## src/rtl/spi_slave_burst_xfer_if.sv

```systemverilog
// SPI pins plus the burst request/data handshake of spi_slave_burst_xfer,
// grouped so the slave and its driving master share one bundle.
interface spi_slave_burst_xfer_if #(
  parameter int DATA_W = 8
);
  logic              spi_sck_p;
  logic              spi_mosi_p;
  logic              spi_miso_p;
  logic              init_transfer_p;
  logic [7:0]        burst_len_p;
  logic [DATA_W-1:0] tx_data_p;
  logic              tx_load_p;
  logic [DATA_W-1:0] rx_data_p;
  logic              rx_valid_p;
  logic              busy_p;
  logic              transfer_done_p;

  modport slave (
    input  spi_sck_p, spi_mosi_p, init_transfer_p, burst_len_p, tx_data_p,
    output spi_miso_p, tx_load_p, rx_data_p, rx_valid_p, busy_p, transfer_done_p
  );

  modport master (
    output spi_sck_p, spi_mosi_p, init_transfer_p, burst_len_p, tx_data_p,
    input  spi_miso_p, tx_load_p, rx_data_p, rx_valid_p, busy_p, transfer_done_p
  );
endinterface

```

## src/rtl/spi_slave_burst_xfer.sv

```systemverilog
// SPI slave that moves a burst of DATA_W-bit words per init_transfer_p request.
// Define SPI_SLAVE_ABORT_EN to let init_transfer_p low abort a burst in flight.
//
// state      | meaning
// -----------+---------------------------------------------------------
// IDLE       | waiting for init_transfer_p; MISO parked high
// LOAD       | capturing the next tx word (tx_load_p high)
// WAIT_LEAD  | waiting for the leading SCK edge of the current bit
// WAIT_TRAIL | waiting for the trailing SCK edge of the current bit
// DONE       | burst finished; transfer_done_p held until init drops
module spi_slave_burst_xfer #(
  parameter int DATA_W = 8,
  parameter int CPOL   = 0,
  parameter int CPHA   = 0
) (
  input  logic                   clk_p,
  input  logic                   rst_p,
  spi_slave_burst_xfer_if.slave  bus
);

  localparam int            BW       = $clog2(DATA_W);
  localparam logic [BW-1:0] LAST_BIT = BW'(DATA_W - 1);
  localparam logic          SCK_IDLE = (CPOL != 0);

  typedef enum logic [2:0] {
    IDLE,
    LOAD,
    WAIT_LEAD,
    WAIT_TRAIL,
    DONE
  } state_e;

  state_e            state_q, state_d;
  logic              sck_s0_q, sck_s1_q;
  logic [BW-1:0]     bit_cnt_q, bit_cnt_d;
  logic [8:0]        word_cnt_q, word_cnt_d;
  logic [8:0]        len_q, len_d;
  logic [DATA_W-1:0] tx_sr_q, tx_sr_d;
  logic [DATA_W-1:0] rx_sr_q, rx_sr_d;
  logic [DATA_W-1:0] rx_data_q, rx_data_d;
  logic              miso_q, miso_d;
  logic              rx_valid_q, rx_valid_d;

  logic sck_rise, sck_fall, lead_edge, trail_edge;
  logic last_bit, last_word, abort;

  assign sck_rise   = ~sck_s1_q & sck_s0_q;
  assign sck_fall   = sck_s1_q & ~sck_s0_q;
  assign lead_edge  = (CPOL == 0) ? sck_rise : sck_fall;
  assign trail_edge = (CPOL == 0) ? sck_fall : sck_rise;
  assign last_bit   = (bit_cnt_q == LAST_BIT);
  assign last_word  = (word_cnt_q == (len_q - 9'd1));

`ifdef SPI_SLAVE_ABORT_EN
  assign abort = ~bus.init_transfer_p;
`else
  assign abort = 1'b0;
`endif

  always_ff @(posedge clk_p) begin
    if (rst_p) begin
      sck_s0_q <= SCK_IDLE;
      sck_s1_q <= SCK_IDLE;
    end else begin
      sck_s0_q <= bus.spi_sck_p;
      sck_s1_q <= sck_s0_q;
    end
  end

  always_ff @(posedge clk_p) begin
    if (rst_p) begin
      state_q    <= IDLE;
      bit_cnt_q  <= '0;
      word_cnt_q <= '0;
      len_q      <= '0;
      tx_sr_q    <= '0;
      rx_sr_q    <= '0;
      rx_data_q  <= '0;
      miso_q     <= 1'b1;
      rx_valid_q <= 1'b0;
    end else begin
      state_q    <= state_d;
      bit_cnt_q  <= bit_cnt_d;
      word_cnt_q <= word_cnt_d;
      len_q      <= len_d;
      tx_sr_q    <= tx_sr_d;
      rx_sr_q    <= rx_sr_d;
      rx_data_q  <= rx_data_d;
      miso_q     <= miso_d;
      rx_valid_q <= rx_valid_d;
    end
  end

  always_comb begin
    state_d    = state_q;
    bit_cnt_d  = bit_cnt_q;
    word_cnt_d = word_cnt_q;
    len_d      = len_q;
    tx_sr_d    = tx_sr_q;
    rx_sr_d    = rx_sr_q;
    rx_data_d  = rx_data_q;
    miso_d     = miso_q;
    rx_valid_d = 1'b0;

    case (state_q)
      IDLE: begin
        miso_d = 1'b1;
        if (bus.init_transfer_p) begin
          len_d      = (bus.burst_len_p == 8'd0) ? 9'd256 : {1'b0, bus.burst_len_p};
          bit_cnt_d  = '0;
          word_cnt_d = '0;
          state_d    = LOAD;
        end
      end

      LOAD: begin
        // CPHA=0 needs the MSB on the wire before the first leading edge
        if (CPHA == 0) begin
          miso_d  = bus.tx_data_p[DATA_W-1];
          tx_sr_d = bus.tx_data_p << 1;
        end else begin
          tx_sr_d = bus.tx_data_p;
        end
        state_d = WAIT_LEAD;
      end

      WAIT_LEAD: begin
        if (lead_edge) begin
          if (CPHA == 0) begin
            rx_sr_d = {rx_sr_q[DATA_W-2:0], bus.spi_mosi_p};
            if (last_bit) begin
              rx_data_d  = rx_sr_d;
              rx_valid_d = 1'b1;
            end
          end else begin
            miso_d  = tx_sr_q[DATA_W-1];
            tx_sr_d = tx_sr_q << 1;
          end
          state_d = WAIT_TRAIL;
        end
      end

      WAIT_TRAIL: begin
        if (trail_edge) begin
          if (CPHA == 0) begin
            if (!last_bit) begin
              miso_d  = tx_sr_q[DATA_W-1];
              tx_sr_d = tx_sr_q << 1;
            end
          end else begin
            rx_sr_d = {rx_sr_q[DATA_W-2:0], bus.spi_mosi_p};
            if (last_bit) begin
              rx_data_d  = rx_sr_d;
              rx_valid_d = 1'b1;
            end
          end
          if (last_bit) begin
            bit_cnt_d = '0;
            if (last_word) begin
              miso_d  = 1'b1;
              state_d = DONE;
            end else begin
              word_cnt_d = word_cnt_q + 9'd1;
              state_d    = LOAD;
            end
          end else begin
            bit_cnt_d = bit_cnt_q + BW'(1);
            state_d   = WAIT_LEAD;
          end
        end
      end

      DONE: begin
        miso_d = 1'b1;
        if (!bus.init_transfer_p) begin
          state_d = IDLE;
        end
      end

      default: begin
        miso_d  = 1'b1;
        state_d = IDLE;
      end
    endcase

    // an abort drops the partial word, including a final sample landing this cycle
    if (abort && (state_q == LOAD || state_q == WAIT_LEAD || state_q == WAIT_TRAIL)) begin
      state_d    = IDLE;
      miso_d     = 1'b1;
      rx_valid_d = 1'b0;
      rx_data_d  = rx_data_q;
    end
  end

  assign bus.spi_miso_p      = miso_q;
  assign bus.tx_load_p       = (state_q == LOAD);
  assign bus.rx_data_p       = rx_data_q;
  assign bus.rx_valid_p      = rx_valid_q;
  assign bus.busy_p          = (state_q != IDLE);
  assign bus.transfer_done_p = (state_q == DONE);

endmodule
```

## src/flat_wrapper.sv

```systemverilog
// flat-port wrapper written by rule: the top's interface ports become plain ports
module spi_slave_burst_xfer_flat 
#(
  parameter int DATA_W = 8,
  parameter int CPOL   = 0,
  parameter int CPHA   = 0
)
  (clk_p, rst_p, bus_spi_sck_p, bus_spi_mosi_p, bus_init_transfer_p, bus_burst_len_p, bus_tx_data_p, bus_spi_miso_p, bus_tx_load_p, bus_rx_data_p, bus_rx_valid_p, bus_busy_p, bus_transfer_done_p);
  spi_slave_burst_xfer_if #(.DATA_W(DATA_W)) bus_i ();
  input  logic clk_p;
  input  logic rst_p;
  input wire logic [$bits(bus_i.spi_sck_p)-1:0] bus_spi_sck_p;
  input wire logic [$bits(bus_i.spi_mosi_p)-1:0] bus_spi_mosi_p;
  input wire logic [$bits(bus_i.init_transfer_p)-1:0] bus_init_transfer_p;
  input wire logic [$bits(bus_i.burst_len_p)-1:0] bus_burst_len_p;
  input wire logic [$bits(bus_i.tx_data_p)-1:0] bus_tx_data_p;
  output wire logic [$bits(bus_i.spi_miso_p)-1:0] bus_spi_miso_p;
  output wire logic [$bits(bus_i.tx_load_p)-1:0] bus_tx_load_p;
  output wire logic [$bits(bus_i.rx_data_p)-1:0] bus_rx_data_p;
  output wire logic [$bits(bus_i.rx_valid_p)-1:0] bus_rx_valid_p;
  output wire logic [$bits(bus_i.busy_p)-1:0] bus_busy_p;
  output wire logic [$bits(bus_i.transfer_done_p)-1:0] bus_transfer_done_p;
  assign bus_i.spi_sck_p = bus_spi_sck_p;
  assign bus_i.spi_mosi_p = bus_spi_mosi_p;
  assign bus_i.init_transfer_p = bus_init_transfer_p;
  assign bus_i.burst_len_p = bus_burst_len_p;
  assign bus_i.tx_data_p = bus_tx_data_p;
  assign bus_spi_miso_p = bus_i.spi_miso_p;
  assign bus_tx_load_p = bus_i.tx_load_p;
  assign bus_rx_data_p = bus_i.rx_data_p;
  assign bus_rx_valid_p = bus_i.rx_valid_p;
  assign bus_busy_p = bus_i.busy_p;
  assign bus_transfer_done_p = bus_i.transfer_done_p;
  spi_slave_burst_xfer #(.DATA_W(DATA_W), .CPOL(CPOL), .CPHA(CPHA)) u_core (.clk_p(clk_p), .rst_p(rst_p), .bus(bus_i));
endmodule
```

## config.mk

```make
export PLATFORM = sky130hd
export DESIGN_NAME = spi_slave_burst_xfer_flat
export DESIGN_NICKNAME = d
export VERILOG_FILES = /design/src/rtl/spi_slave_burst_xfer_if.sv /design/src/rtl/spi_slave_burst_xfer.sv /design/src/flat_wrapper.sv
export SDC_FILE = /design/constraint.sdc
export NUM_CORES = 1
export LEC_CHECK = 0
export CAP_MARGIN = 20
export CORE_UTILIZATION = 26
export CTS_BUF_LIST = sky130_fd_sc_hd__clkbuf_4 sky130_fd_sc_hd__clkbuf_8
export DETAILED_ROUTE_END_ITERATION = 12
export GPL_ROUTABILITY_DRIVEN = 0
export GPL_TIMING_DRIVEN = 0
export PLACE_DENSITY = 0.55
export SLEW_MARGIN = 20
export SYNTH_ARGS = -nofsm -noshare
export SYNTH_HDL_FRONTEND = slang
export SYNTH_SLANG_ARGS = --single-unit
```

## constraint.sdc

```tcl
create_clock -name clk_p -period 3.55 [get_ports clk_p]
set_clock_uncertainty 0.1 [all_clocks]
set_input_delay 0.71 -clock clk_p [delete_from_list [all_inputs] [get_ports clk_p]]
set_output_delay 0.71 -clock clk_p [all_outputs]
set_load 0.1 [all_outputs]
```

* After elaboration in Yosys (flattened, before gate mapping)
Index checks and enable logic that the tools add are counted.
** Storage, ports and cells
- Register bits :: 51
- Input port bits :: 21
- Output and inout port bits :: 13
** Cells by class
- Add/subtract/negate cells :: 3
- Eq/ne operators :: 13
- Multiplexer cells :: 26
- Bitwise operators :: 6
- Reduce and logical (&&, ||, !) cells :: 14
** Operators by type and width (count)
- 2-to-1 mux 9 bit :: 5
- 2-to-1 mux 3 bit :: 9
- one-hot mux 9 bit (2 select lines) :: 1
- 2-to-1 mux 8 bit :: 2
- one-hot mux 8 bit (2 select lines) :: 1
- one-hot mux 3 bit (5 select lines) :: 1
- adder 9 x 1 -> 9 bit, second input constant :: 1
- == test 9 bit :: 1
- AND reduction 3 bit :: 3
- subtractor 9 x 1 -> 9 bit, second input constant :: 1
- logical NOT 8 bit :: 1
- inequality test 2 bit, second input constant :: 4
- == test 3 x 2 -> 1 bit, second input constant :: 2
- == test 3 bit, second input constant :: 2
- inequality test 2 x 1 -> 1 bit, second input constant :: 3
- one-hot mux 3 bit (2 select lines) :: 1
- AND reduction 2 bit :: 3
- 2-to-1 mux 1 bit :: 5
- AND reduction 5 bit :: 1
- inverter 1 bit :: 4
- AND reduction 4 bit :: 1
- nonzero test 2 bit :: 2
- adder 3 x 1 -> 3 bit, second input constant :: 1
- == test 3 x 1 -> 1 bit, second input constant :: 1
- 5 further kinds :: 6

* Logic depth before layout (Yosys ltp)
- Word-level depth :: 6
- Mapped depth :: 11
- Mapped depth without buffers :: 9

* Worst setup path after synthesis
Ideal clock, no wire load.
- Path type :: register -> output
- From :: register u_core.state_q[2]
- To :: output bus_tx_load_p
- Data arrival time :: 2.060 ns
- Setup slack :: 0.680 ns
- Stages on the path, launching flop included :: 4
- Cell sequence :: dfxtp_1 clkbuf_1 nor2b_1 nor2b_1
** Between the ends
- Longest elaborated chain between the ends :: 1
** Ends and longest elaborated chain
- start, declared :: RTL line spi_slave_burst_xfer.sv:33 : state_e state_q, state_d;
- start signal, assigned :: RTL line spi_slave_burst_xfer.sv:82 : state_q <= state_d;
- == test 3 x 1 -> 1 bit
- end, declared :: RTL line flat_wrapper.sv:18 : output wire logic [$bits(bus_i.tx_load_p)-1:0] bus_tx_load_p;
No other way between the ends.

* Worst setup path in the final report
Same ends and word-level chain as after synthesis.

==> impl_metrics.xml <==
<?xml version="1.0" encoding="UTF-8"?>
<metrics>
  <group name="worst_setup_path">
    <metric name="cpMaxStageDelayCell" unit="">clkdlybuf4s50_1</metric>
    <metric name="timing.critical_path.to_type" unit="">output port</metric>
    <metric name="crit_path_max_incr_delay" unit="ns">1.17</metric>
    <metric name="timing.critical_path.required" unit="ns">2.74</metric>
    <metric name="setup.worst_path.class" unit="">flip-flop to output port</metric>
    <metric name="critical_path_arrival" unit="ns">2.48</metric>
    <metric name="series_of_cell_instances_along_the_critical_path" unit="">clkbuf_1 &gt; nor2b_1 &gt; nor2b_1 &gt; clkdlybuf4s50_1</metric>
    <metric name="crit_path_max_fanout" unit="">10</metric>
    <metric name="crit_family" unit="">buffers and inverters</metric>
    <metric name="crit_path_start_kind" unit="">flip-flop</metric>
    <metric name="most_used_cell_cp" unit="">nor2b_1</metric>
    <metric name="path_buf_inv" unit="">2</metric>
  </group>
  <group name="final_layout">
    <metric name="diodes" unit="">0</metric>
    <metric name="design.final.nets" unit="">387</metric>
    <metric name="filler_cell_count" unit="">1058</metric>
    <metric name="utilization" unit="%">33.36</metric>
    <metric name="areaGrowthSynthToFinish" unit="%">22.88</metric>
    <metric name="post_layout_instance_count_excluding_filler_cells" unit="">492</metric>
    <metric name="drive_above_1_share" unit="%">4.683</metric>
  </group>
  <group name="global_route">
    <metric name="gr-total-overflow" unit="">0</metric>
    <metric name="groute.layer.met3.usage" unit="%">2.219</metric>
    <metric name="grt-busiest-layer" unit="">met2</metric>
    <metric name="track_usage" unit="%">12.92</metric>
    <metric name="globalRouteMet2Util" unit="%">21.76</metric>
    <metric name="groute.layer.met1.usage" unit="%">16.82</metric>
    <metric name="vias_in_the_first_global_route" unit="">2231</metric>
    <metric name="grt_start_max_net_pins" unit="">19</metric>
    <metric name="grt_antenna_before_repair" unit="">0</metric>
    <metric name="grt_pass1_wl" unit="um">10430</metric>
  </group>
  <group name="clocking">
    <metric name="ctsHoldBuffers" unit="">0</metric>
    <metric name="cts_num_sinks" unit="">50</metric>
    <metric name="ctsHtreeMaxLevel" unit="">2</metric>
    <metric name="cts_tree" unit="">yes</metric>
    <metric name="cts.reportedPaths.clkPinSlew" unit="ns">0.11</metric>
    <metric name="clock_root_buffer_master" unit="">clkbuf_8</metric>
    <metric name="worst_skew_pair.late_latency" unit="ns">0.32</metric>
    <metric name="post_cts.repair.setup_buffers" unit="">0</metric>
    <metric name="cts.repair.resized" unit="">0</metric>
    <metric name="max_root_sink_buffers" unit="">2</metric>
    <metric name="cts-buffers-inserted" unit="">5</metric>
  </group>
  <group name="synth">
    <metric name="synth_edf_count" unit="">0</metric>
    <metric name="synthesized_flop_and_latch_total" unit="">50</metric>
    <metric name="synthFlopType" unit="">dfxtp_1</metric>
    <metric name="ys_top_cells_by_area" unit="">dfxtp_1, nand2_1, a21oi_1</metric>
    <metric name="syn-cell-area" unit="um2">2532</metric>
    <metric name="ys.warnings.count" unit="">0</metric>
    <metric name="post_synth_inst_count" unit="">323</metric>
    <metric name="synth.yosys.seq_area_share" unit="%">39.53</metric>
    <metric name="yosysMostFrequentCell" unit="">nand2_1</metric>
    <metric name="mappedNetlistNets" unit="">348</metric>
    <metric name="async_reset_ff_share" unit="%">0</metric>
    <metric name="post_synth_most_frequent_cells" unit="">nand2_1, dfxtp_1, a21oi_1</metric>
    <metric name="yosysTopAreaCellShare" unit="%">39.53</metric>
    <metric name="post-synth-top-area-cell" unit="">dfxtp_1</metric>
    <metric name="synth_area_per_cell" unit="um2">7.840</metric>
    <metric name="distinct_cell_type_count_after_synthesis" unit="">54</metric>
  </group>
  <group name="drt">
    <metric name="detail_route.wirelength" unit="um">6139</metric>
    <metric name="vias" unit="">2340</metric>
    <metric name="detail_route.vias_per_cell" unit="">4.756</metric>
    <metric name="drtPass1Iterations" unit="">4</metric>
    <metric name="detail-route-antenna-nets" unit="">0</metric>
    <metric name="route.detailed.drc" unit="">0</metric>
    <metric name="detail_route.iter0.violations" unit="">78</metric>
    <metric name="drt-wirelength-per-cell" unit="um">12.48</metric>
  </group>
  <group name="pwr">
    <metric name="post-layout-total-power" unit="mW">1.327</metric>
    <metric name="power_density_over_the_cells" unit="nW/um2">426.5</metric>
    <metric name="max-vdd-ir-drop" unit="mV">0.1678</metric>
    <metric name="cellLeakagePower" unit="nW">1.079</metric>
  </group>
  <group name="timing">
    <metric name="maxSlewViolCount" unit="">0</metric>
    <metric name="holdWs" unit="ns">0.3590</metric>
    <metric name="setup_tns" unit="ns">0</metric>
    <metric name="final-setup-viol-count" unit="">0</metric>
    <metric name="post-route-min-period" unit="ns">3.285</metric>
    <metric name="worst-slew-pin-transition" unit="ns">0.9934</metric>
    <metric name="rsz0062_at_grt" unit="">false</metric>
    <metric name="worst_rel_slew_slack" unit="%">33.57</metric>
    <metric name="hold_violations" unit="">0</metric>
    <metric name="timing.fmax" unit="MHz">304.4</metric>
    <metric name="min_period_over_period" unit="%">92.54</metric>
  </group>
  <group name="placement">
    <metric name="placedCellCount" unit="">484</metric>
    <metric name="placement.io_buffers" unit="">32</metric>
    <metric name="dp.final_hpwl" unit="um">4491</metric>
  </group>
  <group name="status">
    <metric name="outcome" unit="">finished clean</metric>
  </group>
  <group name="floorplanning">
    <metric name="floorplan.die_area" unit="um2">10140</metric>
    <metric name="floorplan.initialDensity" unit="%">27.15</metric>
    <metric name="dieWidth" unit="um">100.7</metric>
    <metric name="coreArea" unit="um2">9328</metric>
    <metric name="die_height" unit="um">100.7</metric>
    <metric name="floorplan.io_pins" unit="">34</metric>
    <metric name="placement_rows" unit="">35</metric>
  </group>
  <group name="run">
    <metric name="timing.max_cap.violations" unit="">0</metric>
  </group>
  <group name="worst_hold_path">
    <metric name="worst_hold_path_type" unit="">flip-flop to flip-flop</metric>
  </group>
</metrics>
per-layer routing:
| metal | wire length (um) | share of wire [%] | vias to the layer above |
|---|---|---|---|
| met4 | 61 | 0.99 | 0 |
| met3 | 164 | 2.7 | 5 |
| met5 | 0 | 0 | - |
| met1 | 3033 | 49 | 1095 |
| met2 | 2880 | 47 | 29 |
| li1 | - | - | 1211 |
cells in the final DEF, fill, tap and decap left out, types with 6 or more instances in the layout:
cell             Yosys  final
nand2_1             69     69
dfxtp_1             50     50
a21oi_1             37     37
clkdlybuf4s50_1      0     32
nor2_1              21     21
nand3_1             18     18
clkbuf_1            15     15
nor2b_1              8      8
o21ai_0              8      8
inv_1                6      6
a311oi_1             6      6
through the flow:
| stage | setup slack, ns | instance area [um2] |
|---|---|---|
| after floorplan | 0.6798 | 2532 |
| after global placement | 0.4610 | 3014 |
| after detailed placement | 0.4307 | 3014 |
| after CTS | 0.2307 | 3112 |
| after global routing | 0.08517 | 3112 |
| final | 0.2648 | 3112 |
report_power, final:
| group | total, mW | internal [mW] | switching (mW) | leakage (nW) |
|---|---|---|---|---|
| clock | 0.374 | 0.148 | 0.226 | 0.0506 |
| combinational | 0.341 | 0.128 | 0.214 | 0.623 |
| sequential | 0.612 | 0.589 | 0.0224 | 0.406 |
final timing paths:
check,start,to,slack (ns),depth (start not counted)
worst max-delay path,u_core.state_q[2]$_SDFFE_PP0P_,bus_tx_load_p,0.26,4
worst min-delay path,u_core.bus.rx_data_p[2]$_SDFFE_PP0P_,u_core.bus.rx_data_p[2]$_SDFFE_PP0P_,0.36,2
worst max register to register,u_core.len_q[0]$_SDFFE_PP0P_,u_core.word_cnt_q[2]$_SDFFE_PP0P_,0.62,10
worst min register to register,u_core.bus.rx_data_p[2]$_SDFFE_PP0P_,u_core.bus.rx_data_p[2]$_SDFFE_PP0P_,0.36,2
state kept, by name (all words and copies together), names as in the netlist:
name,flops
u_core.bit_cnt_q,3
u_core.tx_sr_q,7
u_core.sck_s1_q,1
u_core.sck_s0_q,1
u_core.state_q,3
u_core.word_cnt_q,9
u_core.bus.spi_miso_p,1
u_core.rx_sr_q,7
u_core.bus.rx_data_p,8
u_core.len_q,9
u_core.bus.rx_valid_p,1
tightest hold or removal path: cells and delay by family, from the launching register on:
family / cells / cell delay, ns
AOI/OAI and AO/OA: 1 / 0.05
DFF: 1 / 0.32
and+or+nand+nor: 1 / 0.05
cell families after synthesis:
family          count (synthesis)  synth area share (%)
compound gates                 76                 19.07
xor+xnor                       11                 4.940
fa+ha+maj                       4                 1.976
buf+inv                        27                 4.446
flops                          50                 39.53
mux                             1                0.3953
simple gates                  154                 29.64
layout make-up:
type	count	area, um2	area share [%]
Tap cell	129	161.4	5.187
Clock inverter	3	28.78	0.9248
Timing Repair Buffer	32	320.3	10.29
Inverter	7	26.28	0.8444
Buffer	20	86.33	2.774
Clock buffer	5	68.82	2.212
Sequential cell	50	1001	32.17
Multi-Input combinational cell	246	1419	45.60
No activity file was read; power rests on OpenSTA's default activity.
